===== src/rtl/rs_load_queue.sv =====
// Load reservation station. Holds in-flight loads, wakes them from the CDB and
// issues ready loads oldest-first through a registered memory request slot.
module rs_load_queue #(
  parameter int ENTRIES  = 4,
  parameter int DATA_W   = 16,
  parameter int TAG_W    = 4,
  parameter int TAG_BASE = 8
) (
  input  logic                         clock,
  input  logic                         reset_n,
  input  logic                         dispatch_valid,
  output logic                         dispatch_ready,
  input  logic [15:0]                  dispatch_instr,
  input  logic [TAG_W-1:0]             base_tag,
  input  logic [DATA_W-1:0]            base_value,
  input  logic                         cdb_valid,
  input  logic [TAG_W-1:0]             cdb_tag,
  input  logic [DATA_W-1:0]            cdb_data,
  output logic                         rs_update_en,
  output logic [2:0]                   rs_update_reg,
  output logic [TAG_W-1:0]             rs_update_tag,
  output logic                         mem_req_valid,
  input  logic                         mem_req_ready,
  output logic [DATA_W-1:0]            mem_req_addr,
  output logic [2:0]                   mem_req_rd,
  output logic [TAG_W-1:0]             mem_req_tag,
  input  logic                         flush,
  output logic [$clog2(ENTRIES+1)-1:0] busy_count
);

  localparam int IDX_W = $clog2(ENTRIES);
  localparam int CNT_W = $clog2(ENTRIES+1);
  localparam logic [TAG_W-1:0] TAG0 = TAG_W'(TAG_BASE);

  logic [ENTRIES-1:0] busy_q;
  logic [TAG_W-1:0]   qj_q  [ENTRIES];
  logic [DATA_W-1:0]  vj_q  [ENTRIES];
  logic [3:0]         off_q [ENTRIES];
  logic [2:0]         rd_q  [ENTRIES];
  logic [IDX_W-1:0]   age_q [ENTRIES];

  logic [2:0]        ds_rs, ds_rd;
  logic [3:0]        ds_off;
  logic              accept;
  logic [IDX_W-1:0]  free_idx;
  logic [TAG_W-1:0]  cap_qj;
  logic [DATA_W-1:0] cap_vj;
  logic              iss_found, slot_load, issue;
  logic [IDX_W-1:0]  iss_idx, iss_age;
  logic [DATA_W-1:0] iss_addr;
  logic              instr_unused;

  assign ds_rs  = dispatch_instr[9:7];
  assign ds_rd  = dispatch_instr[6:4];
  assign ds_off = dispatch_instr[3:0];
  assign instr_unused = ^dispatch_instr[15:10];

  assign dispatch_ready = ~&busy_q;
  assign accept         = dispatch_valid && dispatch_ready;

  always_comb begin
    free_idx = '0;
    for (int i = ENTRIES-1; i >= 0; i--)
      if (!busy_q[i]) free_idx = IDX_W'(i);
  end

  // Base operand: register file, then same-cycle CDB bypass, else wait on the tag
  always_comb begin
    cap_qj = '0;
    cap_vj = '0;
    if (ds_rs != 3'd0) begin
      if (base_tag == '0)
        cap_vj = base_value;
      else if (cdb_valid && cdb_tag == base_tag)
        cap_vj = cdb_data;
      else
        cap_qj = base_tag;
    end
  end

  always_comb begin
    iss_found = 1'b0;
    iss_idx   = '0;
    iss_age   = '0;
    for (int i = 0; i < ENTRIES; i++) begin
      if (busy_q[i] && qj_q[i] == '0 && (!iss_found || age_q[i] > iss_age)) begin
        iss_found = 1'b1;
        iss_idx   = IDX_W'(i);
        iss_age   = age_q[i];
      end
    end
  end

  assign slot_load = !mem_req_valid || mem_req_ready;
  assign issue     = slot_load && iss_found;
  assign iss_addr  = vj_q[iss_idx] + {{(DATA_W-4){off_q[iss_idx][3]}}, off_q[iss_idx]};

  always_ff @(posedge clock) begin
    if (!reset_n || flush) begin
      busy_q        <= '0;
      busy_count    <= '0;
      mem_req_valid <= 1'b0;
      mem_req_addr  <= '0;
      mem_req_rd    <= '0;
      mem_req_tag   <= '0;
      rs_update_en  <= 1'b0;
      rs_update_reg <= '0;
      rs_update_tag <= '0;
    end else begin
      for (int i = 0; i < ENTRIES; i++) begin
        if (busy_q[i] && cdb_valid && cdb_tag != '0 && qj_q[i] == cdb_tag) begin
          qj_q[i] <= '0;
          vj_q[i] <= cdb_data;
        end
        // Age counts busy younger entries, so it stays below ENTRIES
        if (busy_q[i]) begin
          if (accept && !(issue && age_q[i] > iss_age))
            age_q[i] <= age_q[i] + 1'b1;
          else if (!accept && issue && age_q[i] > iss_age)
            age_q[i] <= age_q[i] - 1'b1;
        end
      end

      if (issue)
        busy_q[iss_idx] <= 1'b0;

      if (accept) begin
        busy_q[free_idx] <= 1'b1;
        qj_q[free_idx]   <= cap_qj;
        vj_q[free_idx]   <= cap_vj;
        off_q[free_idx]  <= ds_off;
        rd_q[free_idx]   <= ds_rd;
        age_q[free_idx]  <= '0;
      end

      busy_count <= busy_count + CNT_W'(accept) - CNT_W'(issue);

      if (slot_load) begin
        mem_req_valid <= iss_found;
        if (iss_found) begin
          mem_req_addr <= iss_addr;
          mem_req_rd   <= rd_q[iss_idx];
          mem_req_tag  <= TAG0 + TAG_W'(iss_idx);
        end
      end

      rs_update_en  <= accept && ds_rd != 3'd0;
      rs_update_reg <= (accept && ds_rd != 3'd0) ? ds_rd : 3'd0;
      rs_update_tag <= (accept && ds_rd != 3'd0) ? TAG0 + TAG_W'(free_idx) : '0;
    end
  end

endmodule

===== config.mk =====
export PLATFORM = sky130hd
export DESIGN_NAME = rs_load_queue
export DESIGN_NICKNAME = d
export VERILOG_FILES = /design/src/rtl/rs_load_queue.sv
export SDC_FILE = /design/constraint.sdc
export NUM_CORES = 1
export LEC_CHECK = 0
export ABC_AREA = 1
export CAP_MARGIN = 0
export CELL_PAD_IN_SITES_DETAIL_PLACEMENT = 0
export CELL_PAD_IN_SITES_GLOBAL_PLACEMENT = 1
export CORE_MARGIN = 5
export CORE_UTILIZATION = 45
export CTS_CLUSTER_SIZE = 10
export DETAILED_ROUTE_END_ITERATION = 8
export GPL_ROUTABILITY_DRIVEN = 0
export PLACE_DENSITY_LB_ADDON = 0.1
export SKIP_LAST_GASP = 1
export SLEW_MARGIN = 20
export SYNTH_ARGS = -nofsm -noshare
export SYNTH_HDL_FRONTEND = slang
export SYNTH_SLANG_ARGS = --single-unit

===== constraint.sdc =====
create_clock -name clock -period 9.4 [get_ports clock]
set_clock_uncertainty 0.1 [all_clocks]
set_input_delay 1.88 -clock clock [delete_from_list [all_inputs] [get_ports clock]]
set_output_delay 1.88 -clock clock [all_outputs]
set_load 0.02 [all_outputs]

==> run_results.csv <==
group,metric,value,unit
run_status,status,"complete, no violations",
timing,clock.fmax,148,MHz
logic_synthesis,syn_area,8410,um^2
critical_path,required,9.59,ns
critical_path,slowest_delay,0.44,ns
cts,cts_tree,"built",
cts,cts_sinks,153,
floorplan,die_area,21500,um^2
logic_synthesis,syn_avg_cell_area,9.04,um^2
power,power_density,153,nW/um^2
finish,largest-register,"vj_q",
critical_path,start_kind,"register",
logic_synthesis,ys_warn_count,0,
grt,overflow,0,
timing,tightest_slew,0.900,ns
floorplan,io_pins,98,
grt,grt_max_degree,48,
timing,finalSetupTns,0,ns
cts,cts_hold_buf,0,
finish,diodes,0,
timing,layout_min_cycle_time,6.76,ns
critical_path,path_max_fanout,37,
logic_synthesis,yosysTopAreaCell,"edfxtp_1",
timing,drv_slew,0,
timing,fin_ws,2.64,ns
cts,clkLatencyLatePin,0.42,ns
routing,avgRoutedWirePerCell,16.4,um
grt,grt_pass1_vias,5968,
routing,first_pass_iters,5,
cts,ctsResizeCount,0,
routing,drc,0,
timing,max_slew_margin,0.397,
critical_path,cp.arrival,6.95,ns
finish,fin_area,10000,um^2
critical_path,cpLargestDelayFamily,"simple AND/OR/NAND/NOR gates",
min_path,hold_class,"reg2reg",
place,dp.cells,1222,
routing,routed_wl,20600,um
critical_path,end_kind,"register",
place,post-dp-hpwl,14200,um
logic_synthesis,synth_cells,930,
floorplan,start_util,0.452,
timing,timing.final.crit_share,0.719,
finish,nNetsFinal,1103,
min_path,hold_depth,1,
routing,ant_nets,0,
logic_synthesis,synth_edf_count,108,
routing,dr.first_iter.drc_count,418,
routing,viasPerCell,5.17,
critical_path,crit_buf_inv,5,
run,maxCapViolCount,0,
cts,htree_num_levels,4,
cts,numCtsBuffers,17,
logic_synthesis,ys_seq_elements,153,
critical_path,path_class,"reg2reg",
critical_path,slowest_stage,"buf_4",
cts,cts_setup_buffers,0,
routing,vias,6484,
place,dpl_cell_area,9440,um^2
cts,cts.path.max_buffers,2,
finish,stdcell_count,1254,
grt,grt_antenna_before_repair,0,
logic_synthesis,yosysSeqAreaShare,0.493,
critical_path,reg2reg_depth,39,
power,leakagePower,4.05,nW
floorplan,die_h,147,um
logic_synthesis,netlist_top_cells_area,"edfxtp_1 (39%), dfxtp_1 (11%), nand2_1 (6.7%)",
grt,grt_usage,0.193,
finish,area_growth,19.2,%
floorplan,die_w,147,um
timing,rsz0062_at_grt,"no",
cts,clkSlewWorstSetupHoldPaths,0.06,ns
critical_path,crit_cells,39,
logic_synthesis,ys_types,55,
timing,finalHoldViolations,0,
floorplan,core,18600,um^2
logic_synthesis,synthFlopType,"edfxtp_1",
logic_synthesis,synthDominantCellAreaShare,0.386,
power,ir_drop,136,uV
logic_synthesis,async_flop_share,0,
cts,cts-root-buf,"clkbuf_16",
place,port_buffers,89,
floorplan,rows,50,
place,pre_cts_slack,2.65,ns
critical_path,cpMostUsedCell,"nand2_1",
finish,drive_above_1_share,0.110,
finish,largest_reg_flops,64,
grt,grt_pass1_wl,32600,um
timing,setup_viol,0,
==> worst reg2reg max path: cells and delay by family (launching register included) <==
| kind | cells | cell delay (ns) |
|---|---|---|
| AND/OR/NAND/NOR | 19 | 1.89 |
| adder cells (fa/ha/maj) | 5 | 1.49 |
| XOR/XNOR | 1 | 0.16 |
| AO/OA/AOI/OAI | 9 | 1.72 |
| flip-flops | 1 | 0.42 |
| buffers and inverters | 5 | 0.84 |
==> Yosys cell counts (all sizes together) (2+ instances only) <==
library cell / instances
a21oi: 42
a31oi: 6
a41oi: 3
buf: 32
clkbuf: 11
dfxtp: 45
edfxtp: 108
fa: 2
ha: 32
inv: 91
nand2: 165
nand3: 36
nand3b: 2
nand4: 5
nor2: 106
nor3: 21
o2111ai: 2
o211ai: 18
o21a: 4
o21ai: 136
o21bai: 5
o22ai: 18
o31ai: 3
or2: 4
xnor2: 10
xor2: 13
==> per-layer routing <==
metal  up-vias  track usage  wire length (um)
met5         -            0                 0
met4         0       0.0513               265
met3        22       0.0310               890
met2       148        0.304              9390
met1      2953        0.280             10100
li1       3361            -                 -
==> logic make-up (layout without fill, tap and decap cells) <==
logic type	after synthesis	after routing	share of synthesized area
AOI/OAI and AO/OA	242	242	0.175
adders and majority gates	34	34	0.0524
DFF	153	153	0.493
buffers and inverters	135	224	0.0711
xor gates and xnor gates	23	23	0.0240
other	1	2	0.000446
and+or+nand+nor	342	342	0.184
==> placed cells by master (no fill, tap or decap), types with 3 or more instances in the layout <==
cell type          n
a41oi_1            3
o21ai_2           21
or2_2              3
clkinv_2           3
xor2_1            13
dfxtp_1           45
edfxtp_1         108
nand4_1            5
o21ai_0           97
o21ai_1           18
nand2_1          151
clkbuf_1           4
clkdlybuf4s50_1   89
nor2_1           101
o21a_1             4
inv_1             85
nor3_1            17
clkbuf_16         19
a21oi_1           39
ha_1              32
o22ai_1           18
xnor2_1           10
buf_4             11
nand2_4            4
nand2_2           10
nor2_2             4
nor3_2             3
a31oi_1            6
nand3_1           25
o211ai_1          16
inv_2              5
nand3_2           11
o21bai_1           5
==> per-stage QoR <==
stage	utilization	hold WS [ns]	total power, mW
floorplan	-	0.359	0.829
global placement	0.508	0.334	0.879
detailed placement	0.508	0.349	0.880
CTS	0.539	0.356	1.55
global route	0.539	0.401	1.59
finish	0.539	0.358	1.54
==> power by group <==
part | internal (mW) | total [mW] | switching, mW
Clock | 0.408 | 0.672 | 0.263
Combinational | 0.0552 | 0.130 | 0.0745
Sequential | 0.730 | 0.735 | 0.00544
Total | 1.19 | 1.54 | 0.343
==> final cells by class <==
class,count,area (um^2)
clock buffers,25,518
clock inverters,7,63.8
fillers,1754,8560
inverters,92,348
multi-input cells,643,3680
flip-flops and latches,153,4140
well taps,234,293
repair buffers,100,973
==> worst paths after layout <==
path / slack, ns / to / from
max: 2.64 / mem_req_addr[12] / qj_q[0][0]
min: 0.36 / busy_count[2] / busy_count[2]
max reg2reg: 2.64 / mem_req_addr[12] / qj_q[0][0]
min reg2reg: 0.36 / busy_count[2] / busy_count[2]
Note: power is estimated with default switching activity, not from simulation.
==> variant (config.mk and constraints unchanged) <==
Put one more register stage on the output `busy_count`, without a reset. The value now appears one clock later. The other outputs are not delayed to match.
--- a/src/rtl/rs_load_queue.sv
+++ b/src/rtl/rs_load_queue.sv
@@ -31,6 +31,8 @@
   localparam int IDX_W = $clog2(ENTRIES);
   localparam int CNT_W = $clog2(ENTRIES+1);
   localparam logic [TAG_W-1:0] TAG0 = TAG_W'(TAG_BASE);
+
+  logic [$clog2(ENTRIES+1)-1:0] busy_count_s0;
 
   logic [ENTRIES-1:0] busy_q;
   logic [TAG_W-1:0]   qj_q  [ENTRIES];
@@ -98,7 +100,7 @@
   always_ff @(posedge clock) begin
     if (!reset_n || flush) begin
       busy_q        <= '0;
-      busy_count    <= '0;
+      busy_count_s0 <= '0;
       mem_req_valid <= 1'b0;
       mem_req_addr  <= '0;
       mem_req_rd    <= '0;
@@ -133,7 +135,7 @@
         age_q[free_idx]  <= '0;
       end
 
-      busy_count <= busy_count + CNT_W'(accept) - CNT_W'(issue);
+      busy_count_s0 <= busy_count_s0 + CNT_W'(accept) - CNT_W'(issue);
 
       if (slot_load) begin
         mem_req_valid <= iss_found;
@@ -150,4 +152,8 @@
     end
   end
 
+  always_ff @(posedge clock) begin
+    busy_count <= busy_count_s0;
+  end
+
 endmodule
Behaviour: not the same (a bounded check fails within 4 cycles, from zero or initial values).
==> variant against the unedited design <==
Worst setup slack improved by 170 ps; total power increased by 1.8%; largest power group unchanged; highest routed layer unchanged; synthesized cell count shrank 0.22%; synthesized area decreased by 0.19%; first-iteration DRC count down 6.5%; wire length fell by 0.88%; worst hold slack lost 99 ps; sequential cell count rose by 3; cell area increased by 0.30%.
==> variant: results (changes against the unedited design) <==
| Metric | Value |
|---|---|
| Worst hold start | `busy_count_s0[0]` |
| Number of global-route vias before repair | `6,278 (+5.2%)` |
| Critical-path top delay cell | `edfxtp_1` |
| Worst vdd ir | `0.1161 mV (-15%)` |
| Inverters | `94 (+2.2%)` |
| Library cells used by synthesis | `52 (-5.5%)` |
| Dpl ws | `2745 ps (+96.70 ps)` |
| Adder-cell share of the synthesized area | `5.249% (+0.010 points)` |
| Worst Hold Class | `reg2reg` |
| Top cells by area, synth | `edfxtp_1 (39%), dfxtp_1 (11%), nand2_1 (7.1%)` |
| Compound-gate portion of the synthesized area | `17.60% (+0.11 points)` |
| Initial drt markers | `391 (-6.5%)` |
| Post-Synth XOR/XNOR Area | `2.192% (-0.20 points)` |
| Placed Cells | `1,224 (+0.16%)` |
| Switching power | `0.0003527 W (+2.7%)` |
| Post-Route WL | `20.44 mm (-0.88%)` |
| Internal power | `0.001212 W (+1.5%)` |
| Overall Global Routing Usage | `19.51% (+0.16 points)` |
| Post-DR wirelength/cell | `16.28 um (-0.96%)` |
| Largest net degree at the start of global routing | `46 (-4.2%)` |
| Outcome | `completed` |
| Top cells by count, synth | `nand2_1 (158), edfxtp_1 (108), nor2_1 (101)` |
| Max FO, Critical Path | `35 (-5.4%)` |
| Met2 Track Usage GR | `32.51% (+2.2 points)` |
| Final net count | `1,105 (+0.18%)` |
| Worst Path Arrival | `6780 ps (-170 ps)` |
| Worst R2R Start | `qj_q[0][3]` |
| Buffer share of cell area | `9.687% (-0.029 points)` |
| Met3 Use GR | `3.507% (+0.40 points)` |
| First-pass GRT wire length | `33.06 mm (+1.4%)` |
| Slew headroom | `27.60% (-12 points)` |
| Clock network area share | `5.778% (-0.030 points)` |
| Clkbuf count | `18 (-28%)` |
| Multi-input combinational area share | `36.26% (-0.46 points)` |
| HPWL Detailed | `14.04 mm (-0.94%)` |
| DR vias/cell | `5.201 (+0.58%)` |
| Layout filler cell count | `1,730 (-1.4%)` |
==> variant: changes by cell type after synthesis, sizes merged, moves of 3 or more <==
| cell | delta |
|---|---|
| buf | -7 |
| o21a | -4 |
| o21ai | -3 |
| clkinv | +3 |
| a21oi | +3 |
| nand3 | +4 |
| nor2 | -3 |
| dfxtp | +3 |
| clkbuf | +3 |
| nand4 | +5 |
==> variant: per-layer routing <==
| metal | part of all wire (%) | vias to the layer above | routed length (um) |
|---|---|---|---|
| met3 | 4.1 | 22 | 830 |
| met2 | 46 | 148 | 9490 |
| li1 | - | 3372 | - |
| met5 | 0 | - | 0 |
| met4 | 1.2 | 0 | 246 |
| met1 | 48 | 2985 | 9868 |
==> variant: worst paths after layout <==
path                                         end  slack [ps]  cells after the start
worst max-delay path            mem_req_addr[12]        2810                     40
worst min-delay path               busy_count[0]         260                      0
worst max register to register  mem_req_addr[12]        2810                     40
worst min register to register     busy_count[0]         260                      0
